==> config.mk <==
export PLATFORM = sky130hd
export DESIGN_NAME = sync_ptr_mc
export DESIGN_NICKNAME = d
export VERILOG_FILES = /design/src/rtl/sync_ptr_mc_pkg.sv /design/src/rtl/sync_ptr_ch.sv /design/src/rtl/sync_ptr_mc.sv
export SDC_FILE = /design/constraint.sdc
export NUM_CORES = 1
export LEC_CHECK = 0
export ABC_AREA = 1
export CAP_MARGIN = 20
export CORE_ASPECT_RATIO = 0.7
export CORE_MARGIN = 2
export CORE_UTILIZATION = 35
export DETAILED_ROUTE_END_ITERATION = 8
export SYNTH_ARGS = -nofsm -noshare
export SYNTH_HDL_FRONTEND = slang
export SYNTH_SLANG_ARGS = --single-unit
==> constraint.sdc <==
create_clock -name rclk -period 2.5 [get_ports rclk]
set_clock_uncertainty 0.15 [all_clocks]
set_input_delay 0.25 -clock rclk [delete_from_list [all_inputs] [get_ports rclk]]
set_output_delay 0.25 -clock rclk [all_outputs]
set_load 0.01 [all_outputs]
==> src/rtl/sync_ptr_mc_pkg.sv <==
// Shared helpers for the asynchronous FIFO pointer logic: Gray-to-binary
// conversion and a "more than one bit set" test. Operands are carried at a
// fixed width FW; callers zero-extend narrower pointers, which leaves both
// results unchanged for the low bits.
package sync_pkg;

    localparam int DEF_ASIZE = 4;
    localparam int DEF_PW    = DEF_ASIZE + 1;   // pointer width: address bits plus wrap bit
    localparam int FW        = 32;              // operand width of the helper functions

    // Gray to binary: each binary bit is the XOR of all Gray bits at or above it.
    function automatic logic [FW-1:0] gray2bin(input logic [FW-1:0] g);
        logic [FW-1:0] b;
        b        = '0;
        b[FW-1]  = g[FW-1];
        for (int i = FW - 2; i >= 0; i--) begin
            b[i] = b[i+1] ^ g[i];
        end
        return b;
    endfunction

    // True when more than one bit of x is set (clearing the lowest set bit leaves something).
    function automatic logic popcount_gt1(input logic [FW-1:0] x);
        return ((x & (x - FW'(1'b1))) != '0);
    endfunction

endpackage

==> src/rtl/sync_ptr_ch.sv <==
// One pointer channel: plain flop chain into the local clock domain, then a
// registered output stage producing the Gray/binary pointer, an update pulse,
// the binary advance and a sticky multi-bit-hop error.
module sync_ptr_ch
    import sync_pkg::*;
#(
    parameter int ASIZE  = DEF_ASIZE,
    parameter int STAGES = 2
) (
    input  logic             rclk,
    input  logic             rrst,
    input  logic [ASIZE:0]   gptr_in,
    input  logic             err_clr,
    output logic [ASIZE:0]   gptr_sync,
    output logic [ASIZE:0]   bptr_sync,
    output logic             ptr_upd,
    output logic [ASIZE:0]   ptr_delta,
    output logic             hop_err
);

    localparam int PW = ASIZE + 1;

    logic [PW-1:0] chain_q [STAGES];
    logic [PW-1:0] gptr_q, bptr_q, delta_q;
    logic          upd_q, hop_q;

    logic [PW-1:0] s_last;
    logic [PW-1:0] diff;
    logic [PW-1:0] gptr_d, bin_d, delta_d;
    logic          upd_d, hop_d;

    // Synchroniser chain: no logic between flops so each stage can resolve.
    always_ff @(posedge rclk or posedge rrst) begin
        if (rrst) begin
            for (int i = 0; i < STAGES; i++) begin
                chain_q[i] <= '0;
            end
        end else begin
            chain_q[0] <= gptr_in;
            for (int i = 1; i < STAGES; i++) begin
                chain_q[i] <= chain_q[i-1];
            end
        end
    end

    // Output-stage next state: compare the settled sample with the last one seen.
    always_comb begin
        s_last  = chain_q[STAGES-1];
        diff    = s_last ^ gptr_q;
        gptr_d  = s_last;
        bin_d   = PW'(gray2bin(FW'(s_last)));
        upd_d   = (diff != '0);
        delta_d = bin_d - bptr_q;          // modular advance; zero when unchanged
        // A new hop takes priority over a clear on the same edge.
        if (popcount_gt1(FW'(diff))) begin
            hop_d = 1'b1;
        end else if (err_clr) begin
            hop_d = 1'b0;
        end else begin
            hop_d = hop_q;
        end
    end

    // Output registers; illegal samples are passed through unfiltered.
    always_ff @(posedge rclk or posedge rrst) begin
        if (rrst) begin
            gptr_q  <= '0;
            bptr_q  <= '0;
            upd_q   <= 1'b0;
            delta_q <= '0;
            hop_q   <= 1'b0;
        end else begin
            gptr_q  <= gptr_d;
            bptr_q  <= bin_d;
            upd_q   <= upd_d;
            delta_q <= delta_d;
            hop_q   <= hop_d;
        end
    end

    assign gptr_sync = gptr_q;
    assign bptr_sync = bptr_q;
    assign ptr_upd   = upd_q;
    assign ptr_delta = delta_q;
    assign hop_err   = hop_q;

endmodule

==> src/rtl/sync_ptr_mc.sv <==
// Multi-channel Gray-pointer synchroniser: NCH independent sync_ptr_ch
// instances, each owning one ASIZE+1-bit slice of the pointer buses.
module sync_ptr_mc
    import sync_pkg::*;
#(
    parameter int ASIZE  = DEF_ASIZE,
    parameter int NCH    = 1,
    parameter int STAGES = 2
) (
    input  logic                     rclk,
    input  logic                     rrst,
    input  logic [NCH*(ASIZE+1)-1:0] gptr_in,
    input  logic [NCH-1:0]           err_clr,
    output logic [NCH*(ASIZE+1)-1:0] gptr_sync,
    output logic [NCH*(ASIZE+1)-1:0] bptr_sync,
    output logic [NCH-1:0]           ptr_upd,
    output logic [NCH*(ASIZE+1)-1:0] ptr_delta,
    output logic [NCH-1:0]           hop_err
);

    localparam int PW = ASIZE + 1;

    if (STAGES < 2) begin : g_bad_stages
        $error("sync_ptr_mc: STAGES must be at least 2");
    end
    if (NCH < 1) begin : g_bad_nch
        $error("sync_ptr_mc: NCH must be at least 1");
    end
    if (PW > FW) begin : g_bad_asize
        $error("sync_ptr_mc: pointer wider than helper operand width");
    end

    for (genvar c = 0; c < NCH; c++) begin : g_ch
        sync_ptr_ch #(
            .ASIZE  (ASIZE),
            .STAGES (STAGES)
        ) u_ch (
            .rclk      (rclk),
            .rrst      (rrst),
            .gptr_in   (gptr_in[c*PW +: PW]),
            .err_clr   (err_clr[c]),
            .gptr_sync (gptr_sync[c*PW +: PW]),
            .bptr_sync (bptr_sync[c*PW +: PW]),
            .ptr_upd   (ptr_upd[c]),
            .ptr_delta (ptr_delta[c*PW +: PW]),
            .hop_err   (hop_err[c])
        );
    end

endmodule

==> flow_metrics.env, run 1 <==
export IMPL_total_leakage_power_nw=0.7025
export IMPL_power_per_cell_area_nw_per_um2=679.8
export IMPL_ys_types=18
export IMPL_tritoncts="built"
export IMPL_floorplan_core_area_um2=2903
export IMPL_synth_avg_cell_area_um2=10.58
export IMPL_route_antenna_remaining_nets=0
export IMPL_antenna_diode_count=0
export IMPL_max_freq_mhz=453.1
export IMPL_layout_common_cells="dfrtp_1 (26), clkdlybuf4s50_1 (24), nand2_1 (21)"
export IMPL_worst_hold_path_type="primary input to async pin"
export IMPL_groute_layer_met3_usage_pct=4.142
export IMPL_postCtsHoldBufs=0
export IMPL_netSwitchingFraction_pct=25.37
export IMPL_p_int_w=0.0007306
export IMPL_r2r_worst_path_cells=11
export IMPL_drc=0
export IMPL_netSwitchingPower_w=0.0002484
export IMPL_ios=25
export IMPL_cts_max_level=1
export IMPL_syn_cell_area_um2=1100
export IMPL_timing_critical_path_required_ns=2.54
export IMPL_floorplan_die_height_um=50.90
export IMPL_ys_ff_latch=26
export IMPL_worst_slew_pin_slew_ns=0.3229
export IMPL_path_clk_slew_ns=0.09
export IMPL_floorplan_initialDensity_pct=37.89
export IMPL_grt_busiest_layer="met2"
export IMPL_share_comb_of_total_power_pct=23.3
export IMPL_start_to_end_type_of_the_worst_setup_path="register to register"
export IMPL_globalRouteMet2Util_pct=18.38
export IMPL_placedCellCount=164
export IMPL_maximum_resistive_drop_on_vdd_mv=0.4227
export IMPL_fin_cells=168
export IMPL_clk_root_buffer_cell="clkbuf_8"
export IMPL_first_global_vias=693
export IMPL_netlist_instances=104
export IMPL_drt_first_pass_iters=4
export IMPL_worstPathArrival_ns=2.25
export IMPL_antenna_found_initial=0
export IMPL_ys_seq_area_share_pct=59.16
export IMPL_area_growth_synth_to_final_pct=30.94
export IMPL_cts_resized=0
export IMPL_final_net_count=146
export IMPL_crit_path_max_fanout=5
export IMPL_gr_usage_met1_pct=13.43
export IMPL_status="finished, final reports clean"
export IMPL_avgViaCountPerCell=4.327
export IMPL_detailed_place_hpwl_mm=1.339
export IMPL_finalSetupViolations=0
export IMPL_drive_gt1_share_pct=15.91
export IMPL_end_kind="register"
export IMPL_numClockSinks=26
export IMPL_share_seq_of_total_power_pct=50.1
export IMPL_final_common_cell="dfrtp_1"
export IMPL_rows=16
export IMPL_fp_dieArea_um2=3614
export IMPL_gr_total_overflow=0
export IMPL_timing_final_crit_period_ns=2.207
export IMPL_cap_violations=0
export IMPL_wl_mm=1.658
export IMPL_clock_power_share_pct=26.6
export IMPL_wl_per_cell_um=9.869
export IMPL_port_buffers=24
export IMPL_grt_setup_unrepaired="false"
export IMPL_cts_path_max_buffers=2
export IMPL_drv_slew=0
export IMPL_place_congestion=0.8005
export IMPL_first_pass_grt_wire_length_mm=3.008
export IMPL_synth_nets=117
export IMPL_setup_worst_path_start_class="register"
export IMPL_detailedRoute_firstIterationViolations=32
export IMPL_layout_worst_path_cycle_share_pct=88.27
export IMPL_vias=727
export IMPL_chipWidth_um=71
export IMPL_fin_tns_setup_ns=0
export IMPL_ys_warnings_count=0
export IMPL_max_slew_margin_pct=78.47
export IMPL_cts_setup_buffers=0
export IMPL_report_final_hold_viol_count=0
export IMPL_clock_insertion_delay_worst_skew_ns=0.26
export IMPL_numCtsBuffers=3
export IMPL_grt_start_max_net_pins=27
export IMPL_globalRouteTotalUtil_pct=10.95
[path summary, 6_finish.rpt]
check                                        startpoint                   endpoint  slack, ns
worst max-delay path             g_ch[0].u_ch.gptr_d[4]  g_ch[0].u_ch.ptr_delta[4]       0.29
worst min-delay path                               rrst  g_ch[0].u_ch.gptr_sync[0]       0.18
worst max register to register   g_ch[0].u_ch.gptr_d[4]  g_ch[0].u_ch.ptr_delta[4]       0.29
worst min register to register  g_ch[0].u_ch.chain_q[9]     g_ch[0].u_ch.gptr_d[4]       0.20
max in group asynchronous                          rrst  g_ch[0].u_ch.gptr_sync[3]       1.77
min in group rclk               g_ch[0].u_ch.chain_q[9]     g_ch[0].u_ch.gptr_d[4]       0.20
[flip-flops by register name (all words and copies together), names as in the netlist]
| signal | count |
|---|---|
| g_ch.u_ch.bptr_sync | 5 |
| g_ch.u_ch.chain_q | 5 |
| g_ch.u_ch.gptr_d | 5 |
| g_ch.u_ch.ptr_delta | 5 |
| g_ch.u_ch.gptr_sync | 4 |
| g_ch.u_ch.hop_err | 1 |
| g_ch.u_ch.ptr_upd | 1 |
[layer usage]
| metal | routed length [µm] | vias up |
|---|---|---|
| li1 | - | 376 |
| met1 | 749 | 325 |
| met2 | 773 | 24 |
| met3 | 121 | 2 |
| met4 | 14 | 0 |
| met5 | 0 | - |
[power by group through the flow]
stage / Combinational [W] / Sequential [W] / Clock (W)
after global routing: 0.000255 / 0.000496 / 0.000294
after CTS: 0.000233 / 0.000491 / 0.000274
final: 0.000228 / 0.000490 / 0.000261
after detailed placement: 0.000233 / 0.000500 / 0
after floorplan: 0.000100 / 0.000518 / 0
after global placement: 0.000229 / 0.000498 / 0
[metrics by stage]
stage                     util (%)  area, µm²  power [W]  hold slack [ns]  worst slack (ns)
after floorplan                  -       1100  0.0006183           0.1314            0.4664
after global placement       47.72       1385  0.0007272           0.1822            0.3460
after detailed placement     47.72       1385  0.0007332           0.1847            0.2927
after CTS                    49.61       1440  0.0009982           0.1862            0.2814
after global routing         49.61       1440   0.001045           0.2095            0.1338
final                        49.61       1440  0.0009790           0.1812            0.2932
[Yosys cell counts (all sizes together)]
library cell,instances,area [µm²]
xor2,3,26.28
nand2,27,126.4
buf,1,7.510
nor2,4,17.52
fa,1,20.02
a21oi,2,10.01
dfrtp,26,650.6
ha,4,50.05
nand3,12,80.08
inv,17,63.81
o21ai,3,15.01
xnor2,3,26.28
or2,1,6.260
[logic make-up after synthesis]
group / after synthesis / synth area share [%]
AND/OR/NAND/NOR: 44 / 20.93
flip-flops: 26 / 59.16
buffers and inverters: 18 / 6.485
XOR/XNOR: 6 / 4.779
AO/OA/AOI/OAI: 5 / 2.275
adder cells (fa/ha/maj): 5 / 6.371
[cell type report]
cell class	count	area [µm²]
repair buffers	25	247.7
fillers	248	1463
well taps	36	45.04
inverters	17	63.81
multi-input cells	60	377.9
flip-flops and latches	26	650.6
clock buffers	4	55.05
[worst max-delay path: stages (launching register included)]
cell     delay [ns]
dfrtp_1        0.45
inv_2          0.05
nand2_1        0.11
nand3_2        0.14
nand2_4        0.11
nand2_4        0.06
nand3_2        0.05
nand2_1        0.05
ha_1           0.20
fa_1           0.42
o21ai_0        0.22
xnor2_1        0.13
(Power assumes the default switching activity.)
==> run 2, diff against run 1 <==
--- a/config.mk
+++ b/config.mk
@@ -11,6 +11,7 @@
 export CORE_MARGIN = 2
 export CORE_UTILIZATION = 35
 export DETAILED_ROUTE_END_ITERATION = 8
+export SKIP_LAST_GASP = 1
 export SYNTH_ARGS = -nofsm -noshare
 export SYNTH_HDL_FRONTEND = slang
 export SYNTH_SLANG_ARGS = --single-unit
==> results of run 2 <==
Same layout as run 1: the final DEF is identical, and so are final timing and power.
